===== config.mk =====
export PLATFORM = sky130hd
export DESIGN_NAME = serializer_ctrl
export DESIGN_NICKNAME = d
export VERILOG_FILES = /design/src/rtl/serializer_ctrl.sv
export SDC_FILE = /design/constraint.sdc
export NUM_CORES = 1
export LEC_CHECK = 0
export BUFFER_PORTS_ARGS = -buffer_cell sky130_fd_sc_hd__buf_2
export CAP_MARGIN = 0
export CORE_AREA = 2 2 39 41
export DETAILED_ROUTE_END_ITERATION = 7
export DIE_AREA = 0 0 41 43
export GPL_ROUTABILITY_DRIVEN = 0
export PLACE_DENSITY_LB_ADDON = 0.25
export SLEW_MARGIN = 20
export SYNTH_ARGS = -nofsm -noshare
export SYNTH_HDL_FRONTEND = slang
export SYNTH_SLANG_ARGS = --single-unit

===== constraint.sdc =====
create_clock -name clk -period 2.7 [get_ports clk]
set_input_delay 0.135 -clock clk [delete_from_list [all_inputs] [get_ports clk]]
set_output_delay 0.135 -clock clk [all_outputs]
set_load 0.01 [all_outputs]

===== src/rtl/serializer_ctrl.sv =====
// serializer_ctrl: IDLE/STREAM sequencer for a rotate-based parallel-to-serial
// serializer. It loads a frame of INPUT_SIZE words with a single update pulse.
// It then rotates the serializer once per beat, so that word 0 of the frame is
// always at the serial output on the first beat.
// Optional feature macro SERIALIZER_CTRL_REPEAT_EN: the frame is streamed
// repeat_count+1 times. Each repeat relies on the rotate wrapping back to word 0.
// Handshake: a frame is accepted in any cycle where start && in_ready.
// serializer_update is that acceptance. The consumer takes every beat and
// never stalls. busy mirrors the FSM state (1 = STREAM).
module serializer_ctrl #(
    parameter int INPUT_SIZE = 4,
    parameter int REPEAT_W   = 4,
    localparam int IW        = (INPUT_SIZE > 1) ? $clog2(INPUT_SIZE) : 1
) (
    input  logic          clk,
    input  logic          reset,
    input  logic          start,
`ifdef SERIALIZER_CTRL_REPEAT_EN
    input  logic [REPEAT_W-1:0] repeat_count,
`endif
    output logic          in_ready,
    output logic          serializer_update,
    output logic          serializer_shift,
    output logic          out_valid,
    output logic [IW-1:0] out_index,
    output logic          out_first,
    output logic          out_last,
    output logic          busy
);

    typedef enum logic {
        IDLE   = 1'b0,
        STREAM = 1'b1
    } state_t;

    localparam logic [IW-1:0] LAST_BEAT = IW'(INPUT_SIZE - 1);

    state_t        state_q, state_d;
    logic [IW-1:0] beat_q, beat_d;
`ifdef SERIALIZER_CTRL_REPEAT_EN
    logic [REPEAT_W-1:0] pass_q, pass_d;
    logic [REPEAT_W-1:0] rep_q, rep_d;
`endif

    logic streaming;
    logic pass_first;
    logic pass_last;
    logic frame_end;
    logic accept;

    // Output decode. Reset gates every output immediately, so an aborted
    // frame shows nothing in the cycle that reset is applied.
    always_comb begin
        streaming  = (state_q == STREAM) && !reset;
`ifdef SERIALIZER_CTRL_REPEAT_EN
        pass_first = (pass_q == '0);
        pass_last  = (pass_q == rep_q);
`else
        pass_first = 1'b1;
        pass_last  = 1'b1;
`endif
        frame_end         = streaming && (beat_q == LAST_BEAT) && pass_last;
        in_ready          = !reset && ((state_q == IDLE) || frame_end);
        accept            = start && in_ready;
        serializer_update = accept;
        // The last beat never rotates. This keeps update and shift exclusive
        // when the next frame loads back-to-back.
        serializer_shift  = streaming && !frame_end;
        out_valid         = streaming;
        out_index         = streaming ? beat_q : '0;
        out_first         = streaming && (beat_q == '0) && pass_first;
        out_last          = frame_end;
        busy              = streaming;
    end

    // Next-state logic: the beat counter wraps every INPUT_SIZE beats.
    // The pass counter advances on each wrap.
    always_comb begin
        state_d = state_q;
        beat_d  = beat_q;
`ifdef SERIALIZER_CTRL_REPEAT_EN
        pass_d  = pass_q;
        rep_d   = rep_q;
`endif
        case (state_q)
            IDLE: begin
                if (accept) begin
                    state_d = STREAM;
                    beat_d  = '0;
`ifdef SERIALIZER_CTRL_REPEAT_EN
                    pass_d  = '0;
                    rep_d   = repeat_count;
`endif
                end
            end
            STREAM: begin
                if (frame_end) begin
                    state_d = accept ? STREAM : IDLE;
                    beat_d  = '0;
`ifdef SERIALIZER_CTRL_REPEAT_EN
                    pass_d  = '0;
                    if (accept) rep_d = repeat_count;
`endif
                end else if (beat_q == LAST_BEAT) begin
                    beat_d = '0;
`ifdef SERIALIZER_CTRL_REPEAT_EN
                    pass_d = pass_q + REPEAT_W'(1);
`endif
                end else begin
                    beat_d = beat_q + IW'(1);
                end
            end
            default: state_d = IDLE;
        endcase
    end

    // State and counter registers, with synchronous reset.
    always_ff @(posedge clk) begin
        if (reset) begin
            state_q <= IDLE;
            beat_q  <= '0;
`ifdef SERIALIZER_CTRL_REPEAT_EN
            pass_q  <= '0;
            rep_q   <= '0;
`endif
        end else begin
            state_q <= state_d;
            beat_q  <= beat_d;
`ifdef SERIALIZER_CTRL_REPEAT_EN
            pass_q  <= pass_d;
            rep_q   <= rep_d;
`endif
        end
    end

endmodule

==> reports/results.txt <==
Iter 0 DRT Violations: 2
Initial core utilization: 14.5%
Normalized max-slew margin: 74.9%
Fin cells: 52
Hold Buf Count CTS: 0
Sink Count: 3
Area growth from synthesis to layout: 46.9%
Arr. time, crit path: 1.25 ns
Layout cells sized above 1: 41.7%
Setup TNS: 0 ns
Std cell rows: 14
Final setup margin: 1.32 ns
Max Buffers Root-to-Sink: 2
Top_reg_cell synth: dfxtp_1
Total power: 0.150 mW
Worst vdd ir: 0.164 mV
Most numerous cell on the critical path: nor2b_1
Seq/Total Area, Yosys: 30.0%
DR vias: 190
Post-synth EDFFs: 0
Max incr delay on CP: 0.36 ns
Crit Path Max Fanout: 8
Post-Syn Area: 200 um^2
Yosys top cell by area: dfxtp_1
Outcome: completed
Async SR Flop Fraction: 0%
CTS clk-pin slew, worst paths: 0.03 ns
Antenna Violating Nets Remaining: 0
Count of final setup violators: 0
Core area: 1380 um^2
# Max-Cap Violations: 0
Mapped Nets: 27
Worst path cell trace: nor2b_1 > nor2b_1 > buf_2
Router iterations before antenna repair: 4
Crit. End Element: primary output
Die width: 41 um
Final Cycle Share: 51.2%
Total track usage: 6.01%
Placed cell count: 48
Crit-path slowest cell: dfxtp_1
H-Tree Depth: 1
Synth Warn #: 0
Mean Syn Cell Area: 9.10 um^2
First-pass GRT wire length: 607 um
Synth top area cells: dfxtp_1 (30%), and2_1 (13%), ha_1 (13%)
Drt total wl: 389 um
Post-DR wirelength/cell: 7.48 um
Vias in the first global route: 150
Die area: 1760 um^2
Post-route minimum period: 1.38 ns
Io pins: 12
Clock share of power: 52.0%
Layout net count: 42
Drt drc: 0
Layout Skew: 0.00173 ns
Count leader, synth: and2_1
Type of origin of the critical path: flop
Worst Max-Slew Pin Slew: 0.375 ns
Net Sw Power: 0.0363 mW
CTS tree: built
Worst path required time: 2.57 ns
DP Worst Slack: 1.50 ns
Hold Crit Class: primary input to flop
Synth Instances: 22
Final hold vios: 0
DR vias/cell: 3.65
Port Buffers: 11
Clock root buffer: clkbuf_4
Die Y: 43 um
Total grt overflow: 0
FILL cells: 154
Setup CP Type: flop to primary output
Top cell type's share of synthesized area: 30.0%
Internal: 0.113 mW
Seq cells post-synth: 3
Commonest cells in the netlist: and2_1 (4), dfxtp_1 (3), nor2b_1 (3)
DP Wirelength: 313 um
Worst skew pair latency: 0.23 ns
Antenna violations before repair: 0
Lkg Pwr: 0.157 nW
CTS Buf Count: 3
Max-slew violations: 0
Switching Share: 24.2%
RSZ-0062 raised after global routing: no
# diodes: 0
Max Freq: 0.724 GHz
PostCTS Resize Cnt: 0
Distinct cells, synth: 13
Largest net degree at the start of global routing: 9
PD cells: 509 nW/um^2
Post-CTS Setup Bufs: 0
Comb pwr share: 14.9%
Share of total power in sequential cells: 33.1%
power groups by stage:
| stage | Combinational [mW] | Sequential, mW | Clock (mW) |
|---|---|---|---|
| after floorplan | 0.0143 | 0.0498 | 0 |
| after global placement | 0.0229 | 0.0506 | 0 |
| after detailed placement | 0.0227 | 0.0503 | 0 |
| after CTS | 0.0228 | 0.0496 | 0.0824 |
| after global routing | 0.0256 | 0.0502 | 0.0875 |
| final | 0.0223 | 0.0496 | 0.0778 |
flip-flops by register name, summed over array words and instances (netlist names):
register and cells:
beat_q 2, state_q 1
layout by cell type (no fill, tap or decap):
cell type	count
buf_2	11
and2_1	4
nor2b_1	3
dfxtp_1	3
clkbuf_4	3
inv_1	2
ha_1	2
nor2_1	1
nor3b_1	1
nor4b_1	1
a21o_1	1
or4b_1	1
o41ai_1	1
o21ba_2	1
clkbuf_1	1
cell families (layout without fill, tap and decap cells):
group           Yosys count  in the layout  share of synthesized area, %
simple gates             11             11                          36.9
flops                     3              3                          30.0
buf+inv                   3             17                          7.50
compound gates            3              3                          13.1
fa+ha+maj                 2              2                          12.5
area by class of cell:
cell class / count / area (um^2) / area share, %
Multi-Input combinational cell: 16 / 125 / 42.6
Sequential cell: 3 / 60.1 / 20.4
Timing Repair Buffer: 11 / 55.1 / 18.7
Clock buffer: 4 / 26.3 / 8.94
Tap cell: 16 / 20.0 / 6.81
Inverter: 2 / 7.51 / 2.55
path summary, 6_finish.rpt:
| kind | from | endpoint | slack, ns | cells after the start |
|---|---|---|---|---|
| setup / recovery | state_q$_SDFF_PP0_ | serializer_shift | 1.32 | 3 |
| hold reg to reg | state_q$_SDFF_PP0_ | beat_q[0]$_SDFFE_PP0P_ | 0.49 | 1 |
| hold / removal | start | beat_q[0]$_SDFFE_PP0P_ | 0.13 | 2 |
| setup reg to reg | beat_q[0]$_SDFFE_PP0P_ | beat_q[0]$_SDFFE_PP0P_ | 1.50 | 3 |
worst max-delay path, delay by kind of cell (launching register included):
kind | cells | cell delay, ns
buffers and inverters | 1 | 0.13
AND/OR/NAND/NOR | 2 | 0.53
flip-flops | 1 | 0.36
through the flow:
stage	util, %	hold WS [ns]	cell area, um^2
finish	21.2	0.132	294
global route	21.2	0.135	294
CTS	21.2	0.124	294
detailed placement	19.3	0.371	268
global placement	19.3	0.365	268
floorplan	-	0.224	200
per-layer routing:
metal,part of all wire (%),vias up,track usage [%]
li1,-,103,-
met1,49,73,6.71
met2,33,14,5.63
met3,18,0,6.28
met4,0,0,6.00
met5,0,-,0
Power figures use the tool's default switching activity.
